===== src/rtl/calc_pkg.sv =====
// rtl/calc_pkg.sv - shared types and constants for the calculator keypad entry path
package calc_pkg;

    localparam int OPERAND_W  = 32;
    localparam int MAX_DIGITS = 8;

    typedef enum logic [1:0] {
        IDLE      = 2'd0,
        DEB_PRESS = 2'd1,
        HELD      = 2'd2,
        DEB_REL   = 2'd3
    } key_state_e;

    // Nibble i is the hex value of matrix position i = row*4 + col.
    localparam logic [63:0] KEYMAP = 64'hDF0E_C987_B654_A321;

    function automatic logic [3:0] keymap_lookup(input logic [3:0] idx);
        return KEYMAP[{idx, 2'b00} +: 4];
    endfunction

endpackage


===== src/rtl/keypad_scan.sv =====
// rtl/keypad_scan.sv - 4x4 matrix row scanner with column synchronizer and scan snapshot
module keypad_scan #(
    parameter int SCAN_DIV = 50000
) (
    input  logic        clk_g,
    input  logic        rst_n,
    input  logic [3:0]  key_col,
    output logic [3:0]  key_row,
    output logic [15:0] snapshot,
    output logic        scan_done
);

    localparam int CNT_W = (SCAN_DIV > 1) ? $clog2(SCAN_DIV) : 1;

    logic [CNT_W-1:0] dwell_q, dwell_d;
    logic [1:0]       row_idx_q, row_idx_d;
    logic [3:0]       col_s1_q, col_s1_d;
    logic [3:0]       col_s2_q, col_s2_d;
    logic [15:0]      snap_q, snap_d;
    logic             scan_done_q, scan_done_d;
    logic             tick;

    assign tick = (dwell_q == CNT_W'(SCAN_DIV - 1));

    always_comb begin
        dwell_d     = tick ? '0 : dwell_q + 1'b1;
        row_idx_d   = tick ? row_idx_q + 2'd1 : row_idx_q;
        col_s1_d    = key_col;
        col_s2_d    = col_s1_q;
        snap_d      = snap_q;
        // Columns are active-low; store 1 = pressed for the row being driven.
        if (tick) begin
            snap_d[{row_idx_q, 2'b00} +: 4] = ~col_s2_q;
        end
        scan_done_d = tick && (row_idx_q == 2'd3);
    end

    always_ff @(posedge clk_g or negedge rst_n) begin
        if (!rst_n) begin
            dwell_q     <= '0;
            row_idx_q   <= 2'd0;
            col_s1_q    <= 4'hF;
            col_s2_q    <= 4'hF;
            snap_q      <= '0;
            scan_done_q <= 1'b0;
        end else begin
            dwell_q     <= dwell_d;
            row_idx_q   <= row_idx_d;
            col_s1_q    <= col_s1_d;
            col_s2_q    <= col_s2_d;
            snap_q      <= snap_d;
            scan_done_q <= scan_done_d;
        end
    end

    assign key_row   = ~(4'b0001 << row_idx_q);
    assign snapshot  = snap_q;
    assign scan_done = scan_done_q;

endmodule


===== src/rtl/hex_keypad_entry.sv =====
// rtl/hex_keypad_entry.sv - debounced hex keypad entry feeding a 32-bit operand register
module hex_keypad_entry
    import calc_pkg::*;
#(
    parameter int SCAN_DIV       = 50000,
    parameter int DEBOUNCE_SCANS = 4
) (
    input  logic                 clk_g,
    input  logic                 rst_n,
    input  logic [3:0]           key_col,
    input  logic                 clr,
    input  logic                 entry_en,
    output logic [3:0]           key_row,
    output logic                 key_valid,
    output logic [3:0]           key_code,
    output logic [OPERAND_W-1:0] operand,
    output logic [3:0]           digit_cnt,
    output logic                 ovf
);

    localparam int ST_W = $clog2(DEBOUNCE_SCANS + 1);

    logic [15:0] snapshot;
    logic        scan_done;

    keypad_scan #(
        .SCAN_DIV (SCAN_DIV)
    ) u_scan (
        .clk_g     (clk_g),
        .rst_n     (rst_n),
        .key_col   (key_col),
        .key_row   (key_row),
        .snapshot  (snapshot),
        .scan_done (scan_done)
    );

    logic [4:0] pop;
    logic [3:0] hit_idx;
    logic       is_none;
    logic       is_single;
    logic [3:0] dec_code;

    always_comb begin
        pop     = '0;
        hit_idx = '0;
        for (int i = 0; i < 16; i++) begin
            if (snapshot[i]) begin
                pop     = pop + 5'd1;
                hit_idx = 4'(i);
            end
        end
        is_none   = (pop == 5'd0);
        is_single = (pop == 5'd1);
        dec_code  = keymap_lookup(hit_idx);
    end

    key_state_e           state_q, state_d;
    logic [3:0]           cand_q, cand_d;
    logic [ST_W-1:0]      stable_q, stable_d;
    logic                 accept;

    always_comb begin
        state_d  = state_q;
        cand_d   = cand_q;
        stable_d = stable_q;
        accept   = 1'b0;
        if (scan_done) begin
            case (state_q)
                IDLE: begin
                    if (is_single) begin
                        state_d  = DEB_PRESS;
                        cand_d   = dec_code;
                        stable_d = ST_W'(1);
                    end
                end
                DEB_PRESS: begin
                    if (is_single && (dec_code == cand_q)) begin
                        if (stable_q == ST_W'(DEBOUNCE_SCANS - 1)) begin
                            state_d = HELD;
                            accept  = 1'b1;
                        end else begin
                            stable_d = stable_q + 1'b1;
                        end
                    end else begin
                        state_d = IDLE;
                    end
                end
                HELD: begin
                    if (is_none) begin
                        state_d  = DEB_REL;
                        stable_d = ST_W'(1);
                    end
                end
                DEB_REL: begin
                    // Any key seen while releasing is bounce: back to HELD, no event.
                    if (is_none) begin
                        if (stable_q == ST_W'(DEBOUNCE_SCANS - 1)) begin
                            state_d = IDLE;
                        end else begin
                            stable_d = stable_q + 1'b1;
                        end
                    end else begin
                        state_d = HELD;
                    end
                end
                default: state_d = IDLE;
            endcase
        end
    end

    logic                 key_valid_q, key_valid_d;
    logic [3:0]           key_code_q, key_code_d;
    logic [OPERAND_W-1:0] operand_q, operand_d;
    logic [3:0]           digit_cnt_q, digit_cnt_d;
    logic                 ovf_q, ovf_d;

    always_comb begin
        key_valid_d = accept;
        key_code_d  = accept ? cand_q : key_code_q;
        operand_d   = operand_q;
        digit_cnt_d = digit_cnt_q;
        ovf_d       = ovf_q;
        if (clr) begin
            operand_d   = '0;
            digit_cnt_d = '0;
            ovf_d       = 1'b0;
        end else if (accept && entry_en) begin
            if (digit_cnt_q < 4'(MAX_DIGITS)) begin
                operand_d   = {operand_q[OPERAND_W-5:0], cand_q};
                digit_cnt_d = digit_cnt_q + 4'd1;
            end else begin
                ovf_d = 1'b1;
            end
        end
    end

    always_ff @(posedge clk_g or negedge rst_n) begin
        if (!rst_n) begin
            state_q     <= IDLE;
            cand_q      <= '0;
            stable_q    <= '0;
            key_valid_q <= 1'b0;
            key_code_q  <= '0;
            operand_q   <= '0;
            digit_cnt_q <= '0;
            ovf_q       <= 1'b0;
        end else begin
            state_q     <= state_d;
            cand_q      <= cand_d;
            stable_q    <= stable_d;
            key_valid_q <= key_valid_d;
            key_code_q  <= key_code_d;
            operand_q   <= operand_d;
            digit_cnt_q <= digit_cnt_d;
            ovf_q       <= ovf_d;
        end
    end

    assign key_valid = key_valid_q;
    assign key_code  = key_code_q;
    assign operand   = operand_q;
    assign digit_cnt = digit_cnt_q;
    assign ovf       = ovf_q;

endmodule


===== config.mk =====
export PLATFORM = sky130hd
export DESIGN_NAME = hex_keypad_entry
export DESIGN_NICKNAME = d
export VERILOG_FILES = /design/src/rtl/calc_pkg.sv /design/src/rtl/keypad_scan.sv /design/src/rtl/hex_keypad_entry.sv
export SDC_FILE = /design/constraint.sdc
export NUM_CORES = 1
export LEC_CHECK = 0
export CELL_PAD_IN_SITES_DETAIL_PLACEMENT = 2
export CELL_PAD_IN_SITES_GLOBAL_PLACEMENT = 2
export CORE_UTILIZATION = 34
export DETAILED_ROUTE_END_ITERATION = 12
export PLACE_DENSITY_LB_ADDON = 0.15
export SETUP_SLACK_MARGIN = 0.3
export SLEW_MARGIN = 20
export SYNTH_ARGS = -nofsm -noshare
export SYNTH_HDL_FRONTEND = slang
export SYNTH_HIERARCHICAL = 1
export SYNTH_SLANG_ARGS = --single-unit

===== constraint.sdc =====
create_clock -name clk_g -period 9.21 [get_ports clk_g]
set_input_delay 1.842 -clock clk_g [delete_from_list [all_inputs] [get_ports clk_g]]
set_output_delay 1.842 -clock clk_g [all_outputs]
set_load 0.01 [all_outputs]

==> qor.csv <==
stage,metric,value,unit
min_path,min_to,u_scan/col_s2_q[2]$_DFF_PN1_,
min_path,hold_path_startpoint,u_scan/col_s1_q[2]$_DFF_PN1_,
cts,cts_hold_buffers,0,
final_layout,finalNetCount,776,
worst_setup_path,worst-setup-path-type,flip-flop to flip-flop,
run,max_cap_violations,0,
placement,portBuffers,53,
status,run_status,"complete, but fails checks",
global_route,gr-total-overflow,0,
yosys,async_flop_share,100,%
global_route,grt_antenna_before_repair,0,
cts,tritoncts,yes,
final_layout,final_core_util,48.7,%
status,violations_in_the_final_reports,negative setup slack,
routing,violation_count_after_the_first_detailed_route_iteration,118,
timing,final-setup-viol-count,50,
routing,detailroute.via_count,5021,
yosys,synth_fp_nets,630,
floorplanning,floorplan.io_pins,54,
global_route,grt_first_pass_wirelength,29800,um
floorplanning,floorplan.rows,48,
placement,dp_hpwl,11900,um
placement,place_ws,-0.404,ns
floorplanning,start_util,34.8,%
worst_setup_path,critPathCaptureType,flip-flop,
timing,finalWorstSetupSlack,-0.309,ns
cts,clkSinkCount,94,
cts,clk_root_buffer_cell,clkbuf_16,
yosys,number_of_synthesis_warnings,6,
pwr,vdd.ir_drop.worst,0.0000824,V
yosys,yosysTopAreaCell,dfrtp_1,
final_layout,area_growth_syn_to_layout,40.1,%
worst_setup_path,r2r_slack,-0.31,ns
worst_setup_path,worstReg2RegEnd,operand[24]$_DFFE_PN0P_,
routing,drc,0,
min_path,worst_hold_path.num_cells,0,
timing,finalHoldViolations,0,
timing,slew_headroom,46.5,%
floorplanning,chipWidth,135,um
routing,via_per_inst,5.17,
floorplanning,design.core.area,17200,um^2
yosys,synth_top_cell_area_share,35.9,%
timing,final_report_max_slew_violation_count,0,
timing,fmax,105,MHz
timing,grt_setup_unrepaired,true,
timing,worst_margin_slew,0.803,ns
cts,skew_pair_late_insertion_delay,0.34,ns
yosys,synth_edf_count,0,
yosys,synthesis.area,5990,um^2
final_layout,num_antenna_cells,0,
worst_setup_path,crit_arrival,9.77,ns
final_layout,layout-drive-gt1-share,31.5,%
floorplanning,die_h,135,um
pwr,cellLeakagePower,3.70,nW
yosys,synthTopCellsByArea,"dfrtp_1 36%, mux2i_1 6.5%, ha_1 5.6%",
worst_setup_path,crit_family,buffers and inverters,
worst_setup_path,crit_path_top_cell_by_count,buf_4,
floorplanning,die_area,18200,um^2
min_path,worst_hold_path_type,flip-flop to flip-flop,
routing,drt-total-wl,19600,um
yosys,synth.lib_cells_used.distinct,76,
global_route,first_global_vias,5618,
worst_setup_path,start_kind,flip-flop,
global_route,global_route.usage.total,21.1,%
yosys,synth.most_common_cell,dfrtp_1,
routing,postRouteAntennaNets,0,
timing,clock-skew-final,0.00892,ns
yosys,synth-seq-cells,94,
worst_setup_path,path_max_fanout,5,
worst_setup_path,worst_path_max_delay_cell,dfrtp_1,
routing,drt_first_pass_iters,4,
yosys,synth_common_cells,"86 x dfrtp_1, 78 x nand2_1, 50 x nor2_1, 39 x mux2i_1, 38 x xnor2_1",
timing,hold_slack,0.358,ns
yosys,syn-instance-count,595,
cts,worst_setup_hold_path_clk_slew,0.06,ns
pwr,power-per-cell-area,92.6,nW/um^2
timing,finalCriticalPeriod,9.52,ns
worst_setup_path,slowest_delay,0.40,ns
worst_setup_path,cp_buf_inv_count,42,
timing,finalCritPeriodShare,103,%
yosys,synth_flop_cell,dfrtp_1,
cts,cts_made_buffers,9,
worst_setup_path,rr_worst_depth,60,
worst_setup_path,required,9.47,ns
global_route,pin_count_of_the_biggest_net_entering_global_routing,63,
worst_setup_path,r2r_start,u_scan/snapshot[1]$_DFFE_PN0P_,
cts,max-clock-path-buffers,2,
yosys,synthesized_area_per_cell,10.1,um^2
routing,wl_per_cell,20.2,um
placement,finalWeightedCongestion,0.746,
cts,clock_tree.htree_level_count,3,
yosys,synth-seq-area-share,39.4,%
state kept, by name, indices dropped and copies added, names as in the netlist:
register / flops
key_code: 4
cand_q: 4
u_scan/row_idx_q: 2
operand: 32
u_scan/col_s1_q: 4
u_scan/col_s2_q: 4
digit_cnt: 4
u_scan/dwell_q: 16
state_q: 2
stable_q: 3
ovf: 1
key_valid: 1
u_scan/snapshot: 16
u_scan/scan_done: 1
area by class of cell:
cell class / count / area [um^2]
well taps: 225 / 282
clock buffers: 15 / 258
flip-flops and latches: 94 / 2360
multi-input cells: 448 / 3860
repair buffers: 158 / 1510
clock inverters: 1 / 7.51
fillers: 1734 / 8840
inverters: 30 / 115
metal layers:
layer | share of wire, % | GRT usage [%] | up-vias
met5 | 0 | 0 | -
met4 | 2.1 | 8.43 | 0
met3 | 1.7 | 3.12 | 25
met2 | 53 | 38.3 | 69
met1 | 43 | 24.9 | 2564
li1 | - | - | 2363
timing repair:
item,in CTS,in global routing
setup endpoints to repair,51,51
pin swaps,25,25
cloned,2,2
buffers inserted,60,14
gates resized for setup,25,46
cells in the final DEF (no fill, tap or decap), drive strengths merged, types with 4 or more instances in the layout:
master,netlist,routed
nor2b,9,9
xnor2,40,40
nand3,12,12
nor3,12,12
xor2,24,24
clkbuf,14,17
clkdlybuf4s50,0,52
a21oi,16,16
ha,27,27
dfrtp,86,86
nand3b,5,5
a211oi,4,4
o21ai,11,11
buf,9,104
dfstp,8,8
nand4,10,10
mux2,27,27
inv,29,29
nand2,79,79
nor2,50,50
mux2i,40,40
and3,5,5
nor4,7,7
o22ai,4,4
o21bai,4,4
xnor3,5,5
worst max-delay path by stage:
| stage | startpoint | end | slack, ns | depth (start not counted) |
|---|---|---|---|---|
| after global placement | u_scan/snapshot[1]$_DFFE_PN0P_ | cand_q[3]$_DFFE_PN0P_ | 0.05 | 50 |
| after floorplan | u_scan/snapshot[1]$_DFFE_PN0P_ | cand_q[0]$_DFFE_PN0P_ | 0.07 | 51 |
| final | u_scan/snapshot[1]$_DFFE_PN0P_ | operand[24]$_DFFE_PN0P_ | -0.31 | 60 |
| after detailed placement | u_scan/snapshot[0]$_DFFE_PN0P_ | operand[24]$_DFFE_PN0P_ | -0.40 | 53 |
| after CTS | u_scan/snapshot[0]$_DFFE_PN0P_ | operand[24]$_DFFE_PN0P_ | 0.15 | 54 |
| after global routing | u_scan/snapshot[1]$_DFFE_PN0P_ | operand[17]$_DFFE_PN0P_ | -0.58 | 54 |
per-stage QoR:
stage               cells  total power, W  instance area (um^2)  TNS, ns
floorplan             595        0.000428                  6170        0
global placement      877        0.000441                  7090        0
detailed placement    877        0.000441                  7090   -15.53
CTS                   955        0.000785                  7990        0
global route          971        0.000802                  8400   -26.27
finish                971        0.000778                  8400   -12.23
cell families after synthesis:
kind of cell / synth area share [%]
fa+ha+maj: 5.64
compound gates: 8.68
mux: 12.0
buf+inv: 3.90
xor+xnor: 12.7
simple gates: 17.7
flops: 39.4
power by group:
part | switching, W | total, W | internal, W | leakage [nW]
Clock | 0.000153 | 0.000344 | 0.000191 | 0.124
Sequential | 0.00000166 | 0.000418 | 0.000416 | 1.27
Combinational | 0.0000126 | 0.0000161 | 0.00000357 | 2.31
Total | 0.000167 | 0.000778 | 0.000611 | 3.70
(Power assumes the default switching activity.)
